===== src/rtl/uart_pkg.sv =====
// Shared UART definitions: receiver states, frame width, default divider
// and the operand-select encodings that the ID stage decodes from uart_flag.
package uart_pkg;

    typedef enum logic [2:0] {
        IDLE      = 3'd0,
        START     = 3'd1,
        DATA      = 3'd2,
        STOP      = 3'd3,
        WAIT_IDLE = 3'd4
    } rx_state_t;

    localparam int UART_DATA_BITS   = 8;
    localparam int DEFAULT_BAUD_DIV = 5208;

    localparam logic OP1_SEL = 1'b0;
    localparam logic OP2_SEL = 1'b1;

endpackage


===== src/rtl/uart_rx_ctrl_if.sv =====
// Receiver-to-ID bundle. The receiver drives it (master) and the ID stage
// consumes it (slave); uart_rx_data is only meaningful while uart_signal is high.
interface uart_rx_ctrl_if;
    import uart_pkg::*;

    logic                      uart_signal;
    logic                      uart_flag;
    logic [UART_DATA_BITS-1:0] uart_rx_data;
    logic                      frame_err;
    logic                      rx_busy;

    modport master (
        output uart_signal,
        output uart_flag,
        output uart_rx_data,
        output frame_err,
        output rx_busy
    );

    modport slave (
        input uart_signal,
        input uart_flag,
        input uart_rx_data,
        input frame_err,
        input rx_busy
    );

endinterface


===== src/rtl/sync_2ff.sv =====
// Two-flop synchroniser for a single asynchronous input. RESET_VAL lets the
// flops come out of reset at the line's idle level so no false edge is seen.
module sync_2ff #(
    parameter logic RESET_VAL = 1'b1
) (
    input  logic clk,
    input  logic rst_n,
    input  logic d,
    output logic q
);

    logic meta;

    // Two back-to-back flops give the first one a full cycle to settle.
    always_ff @(posedge clk or negedge rst_n) begin
        if (!rst_n) begin
            meta <= RESET_VAL;
            q    <= RESET_VAL;
        end else begin
            meta <= d;
            q    <= meta;
        end
    end

endmodule


===== src/rtl/uart_rx_ctrl.sv =====
// 8N1 UART receiver that hands each good byte to the ID stage as a one-cycle
// strobe and alternates the destination operand select on every accepted byte.
module uart_rx_ctrl
    import uart_pkg::*;
#(
    parameter int BAUD_DIV = DEFAULT_BAUD_DIV
) (
    input  logic           clk,
    input  logic           rst_n,
    input  logic           uart_rx,
    uart_rx_ctrl_if.master rx_if
);

    // Start is sampled half a bit in; data and stop a full bit after the previous sample.
    localparam logic [15:0] HALF_LAST = 16'(BAUD_DIV / 2 - 1);
    localparam logic [15:0] BIT_LAST  = 16'(BAUD_DIV - 1);

    rx_state_t                 state;
    rx_state_t                 next_state;
    logic                      rxs;
    logic [15:0]               cnt;
    logic [2:0]                bit_idx;
    logic [UART_DATA_BITS-1:0] shreg;
    logic                      shift_en;
    logic                      strobe_set;
    logic                      err_set;
    logic                      sig_q;
    logic                      err_q;
    logic                      flag_q;
    logic [UART_DATA_BITS-1:0] data_q;

    sync_2ff #(
        .RESET_VAL (1'b1)
    ) u_sync (
        .clk   (clk),
        .rst_n (rst_n),
        .d     (uart_rx),
        .q     (rxs)
    );

    // State register.
    always_ff @(posedge clk or negedge rst_n) begin
        if (!rst_n) begin
            state <= IDLE;
        end else begin
            state <= next_state;
        end
    end

    // Next-state decode plus the one-cycle shift / strobe / error requests.
    always_comb begin
        next_state = state;
        shift_en   = 1'b0;
        strobe_set = 1'b0;
        err_set    = 1'b0;
        unique case (state)
            IDLE: begin
                if (!rxs) begin
                    next_state = START;
                end
            end
            START: begin
                if (cnt == HALF_LAST) begin
                    next_state = rxs ? IDLE : DATA;
                end
            end
            DATA: begin
                if (cnt == BIT_LAST) begin
                    shift_en = 1'b1;
                    if (bit_idx == 3'd7) begin
                        next_state = STOP;
                    end
                end
            end
            STOP: begin
                if (cnt == BIT_LAST) begin
                    if (rxs) begin
                        strobe_set = 1'b1;
                        next_state = IDLE;
                    end else begin
                        err_set    = 1'b1;
                        next_state = WAIT_IDLE;
                    end
                end
            end
            WAIT_IDLE: begin
                if (rxs) begin
                    next_state = IDLE;
                end
            end
            default: begin
                next_state = IDLE;
            end
        endcase
    end

    // Baud counter wraps each bit period and restarts on every state change.
    always_ff @(posedge clk or negedge rst_n) begin
        if (!rst_n) begin
            cnt <= 16'd0;
        end else if (next_state != state || cnt == BIT_LAST) begin
            cnt <= 16'd0;
        end else begin
            cnt <= cnt + 16'd1;
        end
    end

    // Bit index and LSB-first shift register; the index restarts on entry to DATA.
    always_ff @(posedge clk or negedge rst_n) begin
        if (!rst_n) begin
            bit_idx <= 3'd0;
            shreg   <= '0;
        end else begin
            if (next_state == DATA && state != DATA) begin
                bit_idx <= 3'd0;
            end else if (shift_en) begin
                bit_idx <= bit_idx + 3'd1;
            end
            if (shift_en) begin
                shreg <= {rxs, shreg[UART_DATA_BITS-1:1]};
            end
        end
    end

    // Registered outputs; the operand select flips only after its strobe has been seen.
    always_ff @(posedge clk or negedge rst_n) begin
        if (!rst_n) begin
            sig_q  <= 1'b0;
            err_q  <= 1'b0;
            flag_q <= OP1_SEL;
            data_q <= '0;
        end else begin
            sig_q <= strobe_set;
            err_q <= err_set;
            if (strobe_set) begin
                data_q <= shreg;
            end
            if (sig_q) begin
                flag_q <= ~flag_q;
            end
        end
    end

    assign rx_if.uart_signal  = sig_q;
    assign rx_if.frame_err    = err_q;
    assign rx_if.uart_flag    = flag_q;
    assign rx_if.uart_rx_data = data_q;
    assign rx_if.rx_busy      = (state != IDLE);

endmodule


===== src/flat_wrapper.sv =====
// flat-port wrapper written by rule: the top's interface ports become plain ports
module uart_rx_ctrl_flat import uart_pkg::*;
#(
    parameter int BAUD_DIV = DEFAULT_BAUD_DIV
)
  (clk, rst_n, uart_rx, rx_if_uart_signal, rx_if_uart_flag, rx_if_uart_rx_data, rx_if_frame_err, rx_if_rx_busy);
  uart_rx_ctrl_if rx_if_i ();
  input  logic clk;
  input  logic rst_n;
  input  logic uart_rx;
  output wire logic [$bits(rx_if_i.uart_signal)-1:0] rx_if_uart_signal;
  output wire logic [$bits(rx_if_i.uart_flag)-1:0] rx_if_uart_flag;
  output wire logic [$bits(rx_if_i.uart_rx_data)-1:0] rx_if_uart_rx_data;
  output wire logic [$bits(rx_if_i.frame_err)-1:0] rx_if_frame_err;
  output wire logic [$bits(rx_if_i.rx_busy)-1:0] rx_if_rx_busy;
  assign rx_if_uart_signal = rx_if_i.uart_signal;
  assign rx_if_uart_flag = rx_if_i.uart_flag;
  assign rx_if_uart_rx_data = rx_if_i.uart_rx_data;
  assign rx_if_frame_err = rx_if_i.frame_err;
  assign rx_if_rx_busy = rx_if_i.rx_busy;
  uart_rx_ctrl #(.BAUD_DIV(BAUD_DIV)) u_core (.clk(clk), .rst_n(rst_n), .uart_rx(uart_rx), .rx_if(rx_if_i));
endmodule

===== config.mk =====
export PLATFORM = sky130hd
export DESIGN_NAME = uart_rx_ctrl_flat
export DESIGN_NICKNAME = d
export VERILOG_FILES = /design/src/rtl/uart_pkg.sv /design/src/rtl/uart_rx_ctrl_if.sv /design/src/rtl/sync_2ff.sv /design/src/rtl/uart_rx_ctrl.sv /design/src/flat_wrapper.sv
export SDC_FILE = /design/constraint.sdc
export NUM_CORES = 1
export LEC_CHECK = 0
export CAP_MARGIN = 10
export CORE_MARGIN = 8
export CORE_UTILIZATION = 45
export DETAILED_ROUTE_END_ITERATION = 8
export PLACE_DENSITY = 0.67
export SLEW_MARGIN = 15
export SYNTH_ARGS = -nofsm -noshare
export SYNTH_HDL_FRONTEND = slang
export SYNTH_HIERARCHICAL = 1
export SYNTH_SLANG_ARGS = --single-unit

===== constraint.sdc =====
create_clock -name clk -period 3.4 [get_ports clk]
set_clock_uncertainty 0.15 [all_clocks]
set_input_delay 1.02 -clock clk [delete_from_list [all_inputs] [get_ports clk]]
set_output_delay 1.02 -clock clk [all_outputs]
set_load 0.005 [all_outputs]

==> impl_metrics.toml <==
[pwr]
ir_drop_mv = 0.2870
p_leak_nw = 1.012
power.density_mw_per_mm2 = 374.5

[die]
ios = 15
die_area_sq_mm = 0.006843
die_width_um = 82.72
initial_core_util_pct = 46.33
core_area_sq_mm = 0.004324
num_rows = 24
die_h_um = 82.72

[finish]
layout-drive-gt1-share_pct = 18.92
utilization_pct = 51.82
layout.cells.non_filler = 237
final_area_sq_mm = 0.002241
nets = 190
n_antenna_cell = 0
syn2layout_area_growth_pct = 11.87

[routing]
vias_per_cell = 5.473
vias = 1297
drt_iter0_markers = 57
ant_nets = 0
wl_met3_um = 152
drc_errors = 0
wl_met1_um = 1662
wl_um = 3695
drt-pass1-iter-count = 4
met2_length_um = 1841
top_layer = "met4"
wire_per_inst_um = 15.59

[logic_synthesis]
synth_edf_count = 0
yosysMostFrequentCell = "dfrtp_1"
synth_top_area_share_pct = 51.22
syn_area_per_cell_sq_um = 11.92
synth.area.top_cells = "dfrtp_1 (51%), mux2_4 (7.5%), nor3_1 (4.0%)"
ys_types = 36
synth.largest_area_cell = "dfrtp_1"
yosys.area_share.simple_pct = 21.80
synth_flop_cell = "dfrtp_1"
muxShareOfSynthArea_pct = 10.31
synth_commonest_cells = "dfrtp_1 (41), nor3_1 (16), nor2_1 (12)"
synth_top_family_by_area = "simple AND/OR/NAND/NOR gates"
synth_compound_area_share_pct = 2.498
synthAdderAreaFrac_pct = 1.874
yosysWarnings = 6
syn_area_sq_mm = 0.002003
syn_inst = 168
synth-xor-area-share_pct = 6.558
synth-seq-cells = 43
synthesis.nets = 174
ys_seq_area_share_pct = 53.84
ys_async_sr_fraction_pct = 100.0

[sta]
layout_worst_path_cycle_share_pct = 81.60
worstMarginPinSlew_ns = 0.9331
finalHoldViolCount = 0
setup_viol = 0
relSlewSlack_pct = 37.80
setup_tns_ns = 0
layout_setup_ws_ns = 0.6257
max_freq_mhz = 360.4
maxSlewViolCount = 0
rsz0062_at_grt = "false"
min_period_ns = 2.774

[clocking]
cts_tree = "built"
clockBufferDepth = 2
clkLatencyLatePin_ns = 0.30
ctsResizeCount = 0
cts_sinks = 43
numCtsBuffers = 5
htree_levels = 2
cts_setup_buffers = 0
cts_root_buffer = "clkbuf_8"
cts.hold.buffers_added = 0
clk_pin_slew_worst_paths_ns = 0.08

[placed_design]
place_inst = 229
dp_hpwl_um = 2584
place.gp.congestion = 0.8519
numPortBuffers = 14
post-place-ws_ns = 0.9493
place_area_sq_mm = 0.002156

[grt]
grt_start_max_net_pins = 44
antenna_found_initial = 0
grt_pass1_wl_um = 6548
gr-usage-all-layers_pct = 12.55
grt_pass1_vias = 1324
grt_overflow_total = 0

[critical_path]
start_kind = "register"
arrival_ns = 1.60
critPathMaxStageDelay_ns = 0.46
r2r_cells = 6
critPathLaunch = "u_core/state[1]"
crit_buf_inv = 1
cp_slowest_cell = "clkdlybuf4s50_1"
reg2reg_to = "u_core/cnt[7]"
crit_chain = "or3_1, clkdlybuf4s50_1"
critPathMaxFanout = 7
r2r_setup_slack_ns = 1.02
crit_path_end_kind = "output port"
crit_type = "register to output port"
critPathTopFamily = "buffers and inverters"
critical_path_required_ns = 2.23
worstReg2RegStart = "u_core/cnt[0]"

[hold_path]
holdCritPathClass = "register to register"
holdPathEnd = "u_core/u_sync/q"
hold_depth = 0
worstHoldStart = "u_core/u_sync/meta"

[outcome]
outcome = "complete, no violations"

[run]
cap_violations = 0
-- registers in the layout, indices dropped and copies added, names as in the netlist --
signal	cells
u_core/rx_if.uart_flag	1
u_core/cnt	16
u_core/rx_if.frame_err	1
u_core/shreg	8
u_core/u_sync/q	1
u_core/rx_if.uart_rx_data	8
u_core/u_sync/meta	1
u_core/state	3
u_core/rx_if.uart_signal	1
u_core/bit_idx	3
-- worst max path at each step --
| stage | endpoint | slack [ns] | cells after the start |
|---|---|---|---|
| floorplan | u_core/rx_if.uart_rx_data[0] | 1.39 | 6 |
| CTS | rx_if_rx_busy | 0.61 | 2 |
| detailed placement | rx_if_rx_busy | 0.95 | 2 |
| finish | rx_if_rx_busy | 0.63 | 2 |
| global placement | rx_if_rx_busy | 0.96 | 2 |
| global route | rx_if_rx_busy | 0.55 | 2 |
-- power by group --
group	total [mW]	internal, mW	switching, mW
clock	0.313	0.143	0.170
sequential	0.514	0.513	0.000972
combinational	0.0117	0.00151	0.0102
total	0.839	0.658	0.181
-- routing by layer --
metal  up-vias  track usage, %
li1        627               -
met1       645           15.93
met2        21           19.74
met3         4           3.247
met4         0           5.345
met5         -               0
-- per-stage QoR --
step	hold slack (ns)	power [mW]
floorplan	0.1952	0.5246
global placement	0.1973	0.5361
detailed placement	0.2003	0.5368
CTS	0.2116	0.8528
global route	0.2170	0.8800
finish	0.2093	0.8391
-- cells in the final DEF (no fill, tap or decap), types with 2 or more instances in the layout --
cell,netlist,layout
or3_1,2,2
nand2_1,10,10
nand3_1,9,9
o21ai_0,4,4
nor3_1,16,16
ha_1,3,3
xnor2_1,6,6
mux2_4,10,10
nand4_1,8,8
dfstp_2,2,2
nor2_1,12,12
clkdlybuf4s50_1,0,13
inv_1,4,4
and4bb_2,3,3
nor3b_1,2,2
or2_2,2,2
dfrtp_1,41,41
mux2_2,5,5
clkbuf_8,0,5
xor2_1,9,9
-- final cells by class --
cell class                 count  area (sq um)
multi-input combinational    116         862.1
timing repair buffer          14         135.1
fill                         400          2083
inverter                       4         15.01
sequential                    43          1079
tap                           52         65.06
clock inverter                 2         12.51
clock buffer                   6         72.57
-- cell families (layout without fill, tap and decap cells) --
family / Yosys count / after routing
AO/OA/AOI/OAI: 8 / 8
adder cells (fa/ha/maj): 3 / 3
flip-flops: 43 / 43
XOR/XNOR: 15 / 15
multiplexers: 15 / 15
buffers and inverters: 9 / 26
AND/OR/NAND/NOR: 75 / 75
No activity file was read; power rests on OpenSTA's default activity.
